**src/rtl/truth_table_capture.sv**
```systemverilog
// Exhaustive 4-input response analyser: sweeps vec 0..15, samples f at the end of each hold, checks the table.
// Optional first-mismatch reporting (err_valid/first_err) is compiled in with `define TT_FIRST_ERR_EN.
module truth_table_capture #(
    parameter int          HOLD_CYCLES = 20,
    parameter logic [15:0] EXPECTED    = 16'h0000
) (
    input  logic        clk,
    input  logic        rst,
    input  logic        start,
    output logic [3:0]  vec,
    input  logic        f,
    output logic        busy,
    output logic        done,
    output logic        pass,
    output logic [15:0] table_out
`ifdef TT_FIRST_ERR_EN
    ,
    output logic        err_valid,
    output logic [3:0]  first_err
`endif
);

    typedef enum logic [1:0] {IDLE, DRIVE, CHECK, DONE} state_t;

    // HOLD_CYCLES=256 maps to 255, so the 8-bit counter wraps cleanly at the last hold clock.
    localparam logic [7:0] HOLD_LAST = 8'(HOLD_CYCLES - 1);

    state_t     state;
    state_t     state_nxt;
    logic [7:0] cnt;
    logic       accept;
    logic       sample;

    always_comb begin
        state_nxt = state;
        accept    = 1'b0;
        sample    = 1'b0;
        case (state)
            IDLE, DONE: begin
                if (start) begin
                    accept    = 1'b1;
                    state_nxt = DRIVE;
                end
            end
            DRIVE: begin
                if (cnt == HOLD_LAST) begin
                    sample = 1'b1;
                    if (vec == 4'd15) state_nxt = CHECK;
                end
            end
            CHECK:   state_nxt = DONE;
            default: state_nxt = IDLE;
        endcase
    end

    always_ff @(posedge clk) begin
        if (rst) state <= IDLE;
        else     state <= state_nxt;
    end

    always_ff @(posedge clk) begin
        if (rst) begin
            vec       <= 4'd0;
            cnt       <= 8'd0;
            busy      <= 1'b0;
            done      <= 1'b0;
            pass      <= 1'b0;
            table_out <= 16'd0;
        end else begin
            if (accept) begin
                vec       <= 4'd0;
                cnt       <= 8'd0;
                busy      <= 1'b1;
                done      <= 1'b0;
                pass      <= 1'b0;
                table_out <= 16'd0;
            end
            if (state == DRIVE) begin
                if (sample) begin
                    table_out[vec] <= f;
                    cnt            <= 8'd0;
                    // 15 -> 0 wrap coincides with the move into CHECK
                    vec            <= vec + 4'd1;
                end else begin
                    cnt <= cnt + 8'd1;
                end
            end
            if (state == CHECK) begin
                pass <= (table_out == EXPECTED);
                done <= 1'b1;
                busy <= 1'b0;
            end
        end
    end

`ifdef TT_FIRST_ERR_EN
    always_ff @(posedge clk) begin
        if (rst || accept) begin
            err_valid <= 1'b0;
            first_err <= 4'd0;
        end else if (sample && (f != EXPECTED[vec]) && !err_valid) begin
            err_valid <= 1'b1;
            first_err <= vec;
        end
    end
`endif

endmodule

```
**config.mk**
```make
export PLATFORM = sky130hd
export DESIGN_NAME = truth_table_capture
export DESIGN_NICKNAME = d
export VERILOG_FILES = /design/src/rtl/truth_table_capture.sv
export SDC_FILE = /design/constraint.sdc
export NUM_CORES = 1
export LEC_CHECK = 0
export CAP_MARGIN = 20
export CORE_MARGIN = 2
export CORE_UTILIZATION = 48
export DETAILED_ROUTE_END_ITERATION = 8
export PLACE_DENSITY = 0.73
export SYNTH_ARGS = -nofsm -noshare
export SYNTH_HDL_FRONTEND = slang
export SYNTH_SLANG_ARGS = --single-unit
```
**constraint.sdc**
```tcl
create_clock -name clk -period 2.26 [get_ports clk]
set_input_delay 0.339 -clock clk [delete_from_list [all_inputs] [get_ports clk]]
set_output_delay 0.339 -clock clk [all_outputs]
set_load 0.02 [all_outputs]
```
==> results of run 1 <==
[worst register-to-register path: stages, from the launching register on]
cell and delay, ns:
dfxtp_1 0.39, ha_1 0.23, and4bb_4 0.29, and3_1 0.46, nand3_1 0.19, mux2i_1 0.15
[layer usage]
layer | track usage [%] | up-vias | part of all wire [%]
met2 | 36.0 | 28 | 50
met1 | 25.2 | 698 | 44
li1 | - | 727 | -
met4 | 8.33 | 0 | 1.4
met5 | 0 | - | 0
met3 | 3.99 | 6 | 4.2
[where the power goes]
part           leakage, nW  switching, W  internal, W  total [W]
logic                0.526      0.000257     0.000164   0.000421
clock network       0.0265      0.000190     0.000124   0.000314
registers            0.267     0.0000256     0.000622   0.000647
[registers in the layout, indices dropped and copies added, names as in the netlist]
signal,count
table_out,16
cnt,8
state,2
vec,4
pass,1
done,1
busy,1
[how the worst max path moves through the flow]
stage                               end  slack (ns)  cells past startpoint
after floorplan           table_out[15]        0.54                      6
final                      table_out[9]        0.42                      5
after detailed placement   table_out[8]        0.40                      5
after CTS                  table_out[9]        0.42                      5
after global placement    table_out[11]        0.43                      5
after global routing       table_out[9]        0.26                      5
[final cells by class]
| cell class | count | area, um^2 |
|---|---|---|
| fill | 329 | 1310 |
| multi-input combinational | 138 | 916 |
| sequential | 33 | 661 |
| timing repair buffer | 31 | 298 |
| tap | 46 | 57.6 |
| clock buffer | 8 | 48.8 |
| inverter | 6 | 22.5 |
[per-stage QoR]
stage	setup WS, ns	hold slack [ns]	utilization, %
after floorplan	0.535	0.450	-
after global placement	0.433	0.448	59.0
after detailed placement	0.399	0.458	59.0
after CTS	0.416	0.472	60.5
after global routing	0.259	0.502	60.5
final	0.423	0.471	60.5
[cells by family after synthesis]
kind of cell / after synthesis
adders and majority gates: 8
xor gates and xnor gates: 1
buffers and inverters: 12
DFF: 33
AOI/OAI and AO/OA: 27
and+or+nand+nor: 83
muxes: 19
[cell usage in the layout, fill, tap and decap left out, types with 4 or more instances in the layout]
master           netlist  layout
clkbuf_4               0       5
clkdlybuf4s50_1        0      26
dfxtp_1               33      33
inv_1                  6       6
nand3_1               20      20
and3_1                 4       4
a21oi_1               11      11
mux2i_1               18      18
nor2_1                 9       9
o21ai_0                5       5
nand2_1               24      24
buf_4                  1       5
ha_1                   8       8
==> run summary, run 1 <==
The standard cell with the maximum stage delay on the critical path was and3_1. The net count of the finished layout is 227. Setup repair after global routing left no endpoint under its margin. The startpoint of the most critical hold path was pass. The proportion of synthesized flip-flops having asynchronous set or reset is 0%. The finished cells cover 2000 um^2. The number of antenna diodes in the final layout is 0. Detailed placement ended at an HPWL of 2790 um.

The element type at the critical path start is a flop. The H-tree was split into 2 levels. The initial antenna violation count came out at 0. By area, the combinational part of the netlist is dominated by simple AND/OR/NAND/NOR gates. For the pin with the worst max-slew slack, the measured transition is 0.534 ns.

After synthesis, the cell types taking the most area are dfxtp_1, mux2i_1, ha_1. The synthesized netlist devotes 6.13% of its cell area to adder and majority cells. For the number of max-cap violations, the log shows 0. For this design, the sink count on the clock tree is 33.

The portion of synthesized cell area occupied by the leading cell type works out to 40.5%. The logs give 3880 um^2 for the area enclosed by the die boundary and 183 for the gate count after technology mapping. The clock reaches the later pin of the worst-skew pair after 0.33 ns. Power spread over the standard cell area amounts to 690 nW/um^2. In this run, synthesis inferred 0 flip-flops with an integrated enable.

Measured in cells, the most critical reg-to-reg path has a length of 5. The clock buffer count from CTS came out at 5. The tools report the final cell count without fillers as 262.

The first detailed-routing pass ran for 4 iterations. TritonCTS built the clock tree. The die is 62.3 um tall. The run gives 348 uV as the maximum vdd drop. Adding up every negative setup slack in the final design gives 0 ns. In the finished design, the share of the clock period the worst path needs comes to 81.3%.

The wire length after detailed routing is 3770 um. In the final layout, the share of cells above drive strength 1 is 7.41%. In the synthesized netlist, mux cells make up 11.7% of the area.

For the worst setup path, the data required time is 2.45 ns. Synthesis produced a netlist with a net count of 195. The largest fanout on the critical path is 15. The buffer and inverter count on the worst path works out to 0.

For this configuration, the core starts out at a cell density of 49.3%. The tools report the number of buffers on the longest clock path as 2. Measured against its own limit, the worst slew margin works out to 64.4%. Yosys printed 0 warnings.

On the final layout, the worst clock skew is 0.00674 ns. The tools report the routed via count as 1459. For this run, the slowest stage of the critical path takes 0.45 ns. For this design the static power due to leakage is 0.820 nW. The dominant delay contributor by cell family on the critical path was simple AND/OR/NAND/NOR gates. The routed design could run at a clock period as short as 1.84 ns. The library cell occupying the most area in the post-synthesis netlist is dfxtp_1. The final count of hold timing violations is 0, and the fraction of the mapped netlist area in compound gates is 10.5%.

Across every metal layer, demand over resource in global routing totals 20.7%. The number of antenna-violating nets in the routed design is 0. In this run, post-CTS repair resized a total of 0 instances. The total of flip-flops plus latches after synthesis works out to 33. The critical path in this run is classified as reg2reg. The tools report the row count as 21. The via count of the first global-routing pass came out at 1384.

The floorplan step defined a core boundary enclosing 3310 um^2. The xor/xnor cell area share of the yosys netlist is 0.536%. The mapped netlist covers 1630 um^2. Setup violations remaining at the end of the flow were counted as 0.

The pin count of the biggest net entering global routing is 16, and the number of setup buffers added after CTS is 0. CTS placed an instance of clkbuf_4 at the clock tree root. The CTS clock-pin slew for the worst setup and hold paths came out at 0.10 ns. In the synthesized netlist the dominant register cell turns out to be dfxtp_1. The logs give 2.03 ns for the critical path data arrival time and 0.00138 W for the power after layout.

Reg-to-reg critical path startpoint: cnt[0]. The tools report the total cell area at the placement stage as 1950 um^2. The area share of and/or/nand/nor cells after synthesis is 27.2%, and the number of vias per cell is 5.57. The signal on the critical path passes through ha_1, and4bb_4, and3_1, nand3_1, mux2i_1. The I/O pin count is 27, and the post-placement cell count is 254.

The number of hold-repair buffers added at the cts stage was 0; the routability congestion estimate was 0.875. Derived from the worst setup path, the maximum achievable clock frequency is 544 MHz. For the sequential share of the synthesized area, the log shows 40.5%. The most critical setup path has its startpoint at cnt[0]. Setup slack on the worst reg-to-reg path comes out at 0.42 ns. Along the worst hold path, the cell count comes to 2. The area added between synthesis and finish was 22.7%. Cell with the most instances after synthesis: dfxtp_1. The class of the tightest hold or removal check is reg2reg. The tools report the end point of the most critical hold path as pass.

The tools report the nature of the critical path endpoint as a flop. Averaged over all synthesized cells, the footprint is 8.92 um^2. After the first detailed-routing iteration, the DRC count stood at 69. The total overflow left after global routing is 0. The tools report the final number of max-transition violations as 0.

Ranked by instance count, the synthesized netlist is headed by dfxtp_1, nand2_1, nand3_1. The number of port buffers was 26. After detailed routing, the average wire length per cell comes to 14.4 um. For the wire length of the first global-routing pass, the log shows 6400 um. For the number of distinct library cells after synthesis, the log shows 37. The endpoint of the lowest-slack register-to-register path is table_out[9]. The flow ran to the end, and the final reports show no timing, DRC or antenna violations. The DRC violation count after routing was 0. Measured along the x axis, the die boundary spans 62.3 um.
(Power assumes the default switching activity.)
==> run 2, diff against run 1 <==
CORE_UTILIZATION = 47   (was 48)
PLACE_DENSITY = 0.75   (was 0.73)
clock period = 1.6 ns   (was 2.26 ns; I/O delays follow)
==> run 2 against run 1 <==
  * Flip-flop and latch count did not move
  * Setup slack got worse by 0.40 ns
  * Non-clock buffer count rose by 20
  * Maximum frequency rose by 16%
  * Via count rose by 6.6%
  * Die area rose by 2.0%
  * Critical path depth rose by 2
  * Final cell count rose by 7.6%
  * Highest routed layer unchanged
==> run summary, run 2 (synthesized netlist as in run 1, its figures left out) <==
The run gives 1.84 ns (was 2.03 ns) as the critical path data arrival time. The routed via count came out at 1555 (was 1459). Launch point of the worst path: cnt[0] (unchanged).

Slew at the pin closest to its max-slew limit: 0.403 ns (was 0.534 ns). The static leakage power came out at 1.26 nW (was 0.820 nW). The run gives 3050 um (was 2790 um) as the sum of net half-perimeters after detailed placement. The via count of the first global-routing pass is 1477 (was 1384). TritonCTS built the clock tree. The number of buffers on the longest clock path came out at 2 (unchanged). Net switching share of the total power: 31.7% (was 34.2%). The largest fanout on the critical path is 6 (was 15), and the relative slew slack is 73.1% (was 64.4%). The count of endpoints failing setup in the final report was 0 (unchanged); the cell count of the worst hold path was 2 (unchanged). The routability congestion estimate was 0.809 (was 0.875); the minimum period implied by the final worst setup slack was 1.58 ns (was 1.84 ns). The run gives 69.9% (was 60.5%) as the final core utilization. The post-placement cell count was 271 (was 254). The critical setup path kind was reg2reg (unchanged). The run gives 247 (was 227) as the number of nets in the layout.

The nature of the critical path endpoint was a flop (unchanged). Most frequent standard cell in the layout excluding fill and tap cells: dfxtp_1 (unchanged). The run gives 21.7% (was 20.7%) as the overall routing resource usage.

The CTS clock-pin slew for the worst setup and hold paths works out to 0.10 ns (about the same). The initial antenna violation count came out at 0 (unchanged). The class of the tightest hold or removal check is reg2reg (unchanged). The average routed wire per standard cell is 15.2 um (was 14.4 um). The startpoint of the most critical hold path was table_out[7] (was pass). The die width was 62.9 um (was 62.3 um); the final count of hold timing violations was 0 (unchanged). The final number of max-transition violations came out at 0 (unchanged).

The initial cell density of the core is 48.9% (was 49.3%), and the number of antenna diodes is 0 (unchanged). The DRC violation count after routing is 0 (unchanged), and the worst clock skew is 0.0115 ns (was 0.00674 ns). The run finished with clean final reports. Clock latency reported for the late side of the worst-skew pair: 0.33 ns (about the same). The tools report the core box area as 3340 um^2 (was 3310 um^2). The register with the most flip-flops was table_out (unchanged). Setup repair after global routing could not meet its margin everywhere. The height of the chip is 62.9 um (was 62.3 um), and the number of cells on the worst reg-to-reg path is 7 (was 5). The tools report the I/O pin count as 27 (unchanged).

The row count was 21 (unchanged); the achievable frequency was 633 MHz (was 544 MHz). The tools report the number of detailed-routing iterations run before antenna repair as 4 (unchanged). Largest registers: table_out (16), cnt (8), vec (4) (unchanged).

The number of antenna-violating nets in the routed design was 0 (unchanged). For the pin count of the biggest net entering global routing, the log shows 19 (was 16). For the switching power total, the log shows 0.000778 W (was 0.000473 W). The wire length of the first global-routing pass was 6910 um (was 6400 um).

The tools report the element type at the critical path start as a flop (unchanged). The run gives 4290 um (was 3770 um) as the wire length after detailed routing. The root buffer cell is clkbuf_4 (unchanged).

The run gives 1.87 ns (was 2.45 ns) as the required arrival time at the worst endpoint. The tools report the setup total negative slack as 0 ns (unchanged). The worst setup slack after placement was -0.0740 ns (was 0.399 ns); the count of clock tree sinks was 33 (unchanged).

The slack of the critical path was 0.0211 ns (was 0.423 ns); the number of logic stages on the critical path including buffering was 7 (was 5). The buffer and inverter count on the worst path came out at 2 (was 0). Most frequent cells in the layout: dfxtp_1, nand2_1, buf_4 (was dfxtp_1, clkdlybuf4s50_1, nand2_1). The flip-flop count of the largest register, all copies and words added is 16 (unchanged), and the clock buffer count from CTS is 5 (unchanged). The run gives 26.8% (was 22.7%) as the clock network fraction of total power. The area enclosed by the die boundary was 3960 um^2 (was 3880 um^2); the maximum level of the CTS H-tree was 2 (unchanged).

The proportion of layout cells with a drive suffix above 1 came out at 23.3% (was 7.41%). The largest incremental delay on the critical path is 0.35 ns (was 0.45 ns), and the portion of total power attributed to sequential cells is 37.8% (was 46.8%). The logs give 0.00168 W (was 0.000910 W) for the internal power contribution and 35.4% (was 30.5%) for the combinational power share.

The area added between synthesis and finish was 42.8% (was 22.7%). The number of hold-repair buffers added at the cts stage is 0 (unchanged). The reg-to-reg critical path startpoint was cnt[0] (unchanged). The power density over the cells is 1050 nW/um^2 (was 690 nW/um^2). Cell chain of the critical path: ha_4, and4bb_4, buf_6, a211oi_4, buf_4, nand2_1, a31oi_1 (was ha_1, and4bb_4, and3_1, nand3_1, mux2i_1). The tools report the final cell count without fillers as 282 (was 262).

The standard cell with the maximum stage delay on the critical path was dfxtp_2 (was and3_1). Number of vias per cell: 5.51 (was 5.57). The detailed router's first-iteration violation count was 70 (was 69). The final clock period utilization by the worst path was 98.7% (was 81.3%). The number of max-cap violations came out at 0 (unchanged).

The number of port buffers works out to 26 (unchanged). The logs give 840 uV (was 348 uV) for the maximum vdd drop and 0 (unchanged) for the sum of overflow across all layers after global routing. The dominant delay contributor by cell family on the critical path was compound AO/OA/AOI/OAI gates (was simple AND/OR/NAND/NOR gates).
-- run 2: cell count changes in the layout (fill, tap and decap cells not counted), sizes merged --
cell	delta
buf	+20
clkbuf	-1
bufinv	+1
dlymetal6s2s	+16
clkdlybuf4s50	-18
dlygate4sd2	+2
-- run 2: final cells by class --
| cell class | count | area, um^2 |
|---|---|---|
| timing repair buffer | 51 | 514 |
| multi-input combinational | 138 | 983 |
| clock inverter | 1 | 30.0 |
| fill | 261 | 1010 |
| inverter | 6 | 22.5 |
| sequential | 33 | 668 |
| clock buffer | 7 | 55.1 |
| tap | 46 | 57.6 |
-- run 2: power by group through the flow --
stage               Combinational [W]  Clock [W]  Sequential, W
floorplan                    0.000405          0       0.000956
global placement             0.000700          0       0.000927
detailed placement           0.000729          0       0.000934
CTS                          0.000745   0.000670       0.000915
global route                 0.000950   0.000703       0.000935
finish                       0.000871   0.000658       0.000930
-- run 2: tightest hold or removal path, cell delays in order, from the launching register on --
cell and delay, ns:
dfxtp_1 0.33, nand2_1 0.06, mux2i_1 0.06
-- run 2: repair_timing --
action,CTS,global route
pin swaps,0,2
buffers inserted,0,3
setup endpoints to repair,6,33
gates resized for setup,5,29
-- run 2: layer usage --
layer  GRT usage (%)  part of all wire (%)  vias to the layer above
met5               0                     0                        -
met4            5.83                   1.4                        0
met3            4.68                   3.6                        7
met2            36.2                    50                       39
met1            28.3                    45                      746
li1                -                     -                      763
-- run 2: path summary, 6_finish.rpt --
path,slack (ns),end
setup / recovery,0.02,cnt[6]
hold / removal,0.48,table_out[7]
setup reg to reg,0.02,cnt[6]
hold reg to reg,0.48,table_out[7]
-- run 2: stage by stage --
| stage | area [um^2] | power, W | hold slack, ns |
|---|---|---|---|
| 2_1_floorplan | 1650 | 0.00136 | 0.384 |
| 3_3_place_gp | 2120 | 0.00163 | 0.448 |
| 3_5_place_dp | 2120 | 0.00166 | 0.469 |
| 4_1_cts | 2210 | 0.00233 | 0.488 |
| 5_1_grt | 2330 | 0.00259 | 0.512 |
| 6_report | 2330 | 0.00246 | 0.484 |
==> run 3, diff against run 2 <==
PLACE_DENSITY = not set   (was 0.75)
PLACE_DENSITY_LB_ADDON = 0.12   (was not set)
==> run 3 against run 2 <==
  * Design area is 0.11% higher
  * Sequential share of layout area hardly changed
  * Highest routed layer unchanged
  * Combinational power shrank 2.3%
==> run summary, run 3 (synthesized netlist as in run 1, its figures left out) <==
Setup repair after global routing could not meet its margin everywhere. The worst clock skew is 0.0167 ns (was 0.0115 ns). The largest incremental delay on the critical path was 0.61 ns (was 0.35 ns); the via count of the first global-routing pass was 1536 (was 1477). TritonCTS built the clock tree.

The startpoint of the most critical hold path is pass (was table_out[7]). The number of nets in the layout was 249 (was 247); the final core utilization was 69.9% (about the same). Class of the tightest hold or removal check: reg2reg (unchanged). The wire length of the first global-routing pass is 6910 um (unchanged). The number of max-cap violations was 0 (unchanged); the number of antenna diodes was 0 (unchanged).

The static leakage power is 1.21 nW (was 1.26 nW). The CTS clock-pin slew for the worst setup and hold paths is 0.10 ns (about the same), and the routability congestion estimate is 0.837 (was 0.809). The maximum level of the CTS H-tree is 2 (unchanged), and the critical path data arrival time is 1.33 ns (was 1.84 ns). The number of vias per cell was 5.39 (was 5.51). The sum of overflow across all layers after global routing was 0 (unchanged); the area of all placed cells without fillers was 2330 um^2 (about the same). The final clock period utilization by the worst path works out to 97.9% (was 98.7%). Area added between synthesis and finish: 42.9% (was 42.8%). The detailed router's first-iteration violation count was 95 (was 70). Slew at the pin closest to its max-slew limit: 0.382 ns (was 0.403 ns). The standard cell with the maximum stage delay on the critical path was clkdlybuf4s50_1 (was dfxtp_2). The power after layout is 0.00244 W (was 0.00246 W).

The area used by sequential logic in the layout is 668 um^2 (unchanged). Nature of the critical path endpoint: a primary output (was a flop). The setup total negative slack was 0 ns (unchanged). The minimum period implied by the final worst setup slack was 1.57 ns (was 1.58 ns). Area enclosed by the die boundary: 3960 um^2 (unchanged). The tools report the launch point of the worst path as table_out[6] (was cnt[0]).

The dominant delay contributor by cell family on the critical path was buffers and inverters (was compound AO/OA/AOI/OAI gates). The run finished with clean final reports. Number of hold-repair buffers added at the cts stage: 0 (unchanged). The pin count of the biggest net entering global routing is 17 (was 19). The total cell area at the placement stage was 2120 um^2 (about the same). The average routed wire per standard cell works out to 14.8 um (was 15.2 um). The most frequent standard cell in the layout excluding fill and tap cells was dfxtp_1 (unchanged). Largest registers: table_out (16), cnt (8), vec (4) (unchanged). The largest fanout on the critical path is 3 (was 6). The register with the most flip-flops was table_out (unchanged). The multi-input gate area in the final layout came out at 991 um^2 (was 983 um^2). The count of fill cells added during filler insertion is 283 (was 261). The number of port buffers is 26 (unchanged). The count of clock tree sinks is 33 (unchanged), and the overall routing resource usage is 22.5% (was 21.7%). The required arrival time at the worst endpoint is 1.36 ns (was 1.87 ns).

For the wire length after detailed routing, the log shows 4210 um (was 4290 um). Cell chain of the critical path: clkdlybuf4s50_1 (was ha_4, and4bb_4, buf_6, a211oi_4, buf_4, nand2_1, a31oi_1). The buffer and inverter count on the worst path works out to 1 (was 2). The row count is 21 (unchanged), and the maximum vdd drop is 577 uV (was 840 uV).

The initial cell density of the core is 48.9% (unchanged). The logs give 3000 um (was 3050 um) for the sum of net half-perimeters after detailed placement and 0 (unchanged) for the final number of max-transition violations. The logs give 5 (unchanged) for the clock buffer count from CTS and 0 (unchanged) for the DRC violation count after routing. The height of the chip works out to 62.9 um (unchanged).

Die width: 62.9 um (unchanged). The tools report the reg-to-reg critical path startpoint as cnt[1] (was cnt[0]). For the count of endpoints failing setup in the final report, the log shows 0 (unchanged). The power density over the cells was 1050 nW/um^2 (about the same). Core box area: 3340 um^2 (unchanged). The I/O pin count is 27 (unchanged), and the routed via count is 1530 (was 1555).

For the worst hold slack, the log shows 0.464 ns (was 0.484 ns). For the final count of hold timing violations, the log shows 0 (unchanged). Most frequent cells in the layout: dfxtp_1, buf_4, nand2_1 (was dfxtp_1, nand2_1, buf_4).

The relative slew slack came out at 74.3% (was 73.1%). Critical setup path kind: reg2out (was reg2reg). Root buffer cell: clkbuf_4 (unchanged). The proportion of layout cells with a drive suffix above 1 was 23.5% (was 23.3%); the flip-flop count of the largest register, all copies and words added was 16 (unchanged). The tools report the number of buffers on the longest clock path as 2 (unchanged). The clock latency reported for the late side of the worst-skew pair is 0.35 ns (was 0.33 ns), and the number of antenna-violating nets in the routed design is 0 (unchanged). The run gives 0 (unchanged) as the initial antenna violation count. The element type at the critical path start is a flop (unchanged). For the achievable frequency, the log shows 639 MHz (was 633 MHz). The run gives 6 (was 4) as the number of detailed-routing iterations run before antenna repair.
[run 3: worst register-to-register path: stages, from the launching register on]
cell	delay, ns
dfxtp_2	0.37
ha_4	0.15
and4bb_4	0.30
nand3_2	0.10
or4_1	0.49
nand3_2	0.09
[run 3: layout make-up]
type                       count  area share [%]
clock buffer                   7            2.36
inverter                       6           0.965
timing repair buffer          53            21.8
sequential                    33            28.6
tap                           46            2.47
multi-input combinational    138            42.5
clock inverter                 1            1.29
[run 3: layer usage]
layer | part of all wire (%) | GRT usage, %
met5 | 0 | 0
met4 | 1.4 | 8.06
met3 | 5.0 | 6.31
met2 | 51 | 40.6
met1 | 43 | 25.0
[run 3: worst paths after layout]
path / endpoint / slack, ns / depth (start not counted)
setup reg to reg: vec[3] / 0.04 / 5
setup / recovery: table_out[6] / 0.03 / 1
hold / removal: pass / 0.46 / 2
hold reg to reg: pass / 0.46 / 2
[run 3: power by group]
group	total [W]	internal, W	switching [W]
Clock	0.000668	0.000373	0.000295
Sequential	0.000925	0.000883	0.0000416
Combinational	0.000851	0.000413	0.000438
Total	0.00244	0.00167	0.000774
[run 3: what timing repair did]
item | in CTS | in global routing
resized for setup | 7 | 27
pin swaps | 1 | 2
hold endpoints to repair | 0 | 0
endpoints found under the setup margin | 14 | 35
cloned | 0 | 1
buffers inserted | 0 | 2
[run 3: metrics by stage]
step	std cells	worst slack [ns]
2_1_floorplan	183	0.00127
3_3_place_gp	273	0.0342
3_5_place_dp	273	-0.0340
4_1_cts	281	0.000461
5_1_grt	284	-0.0237
6_report	284	0.0339
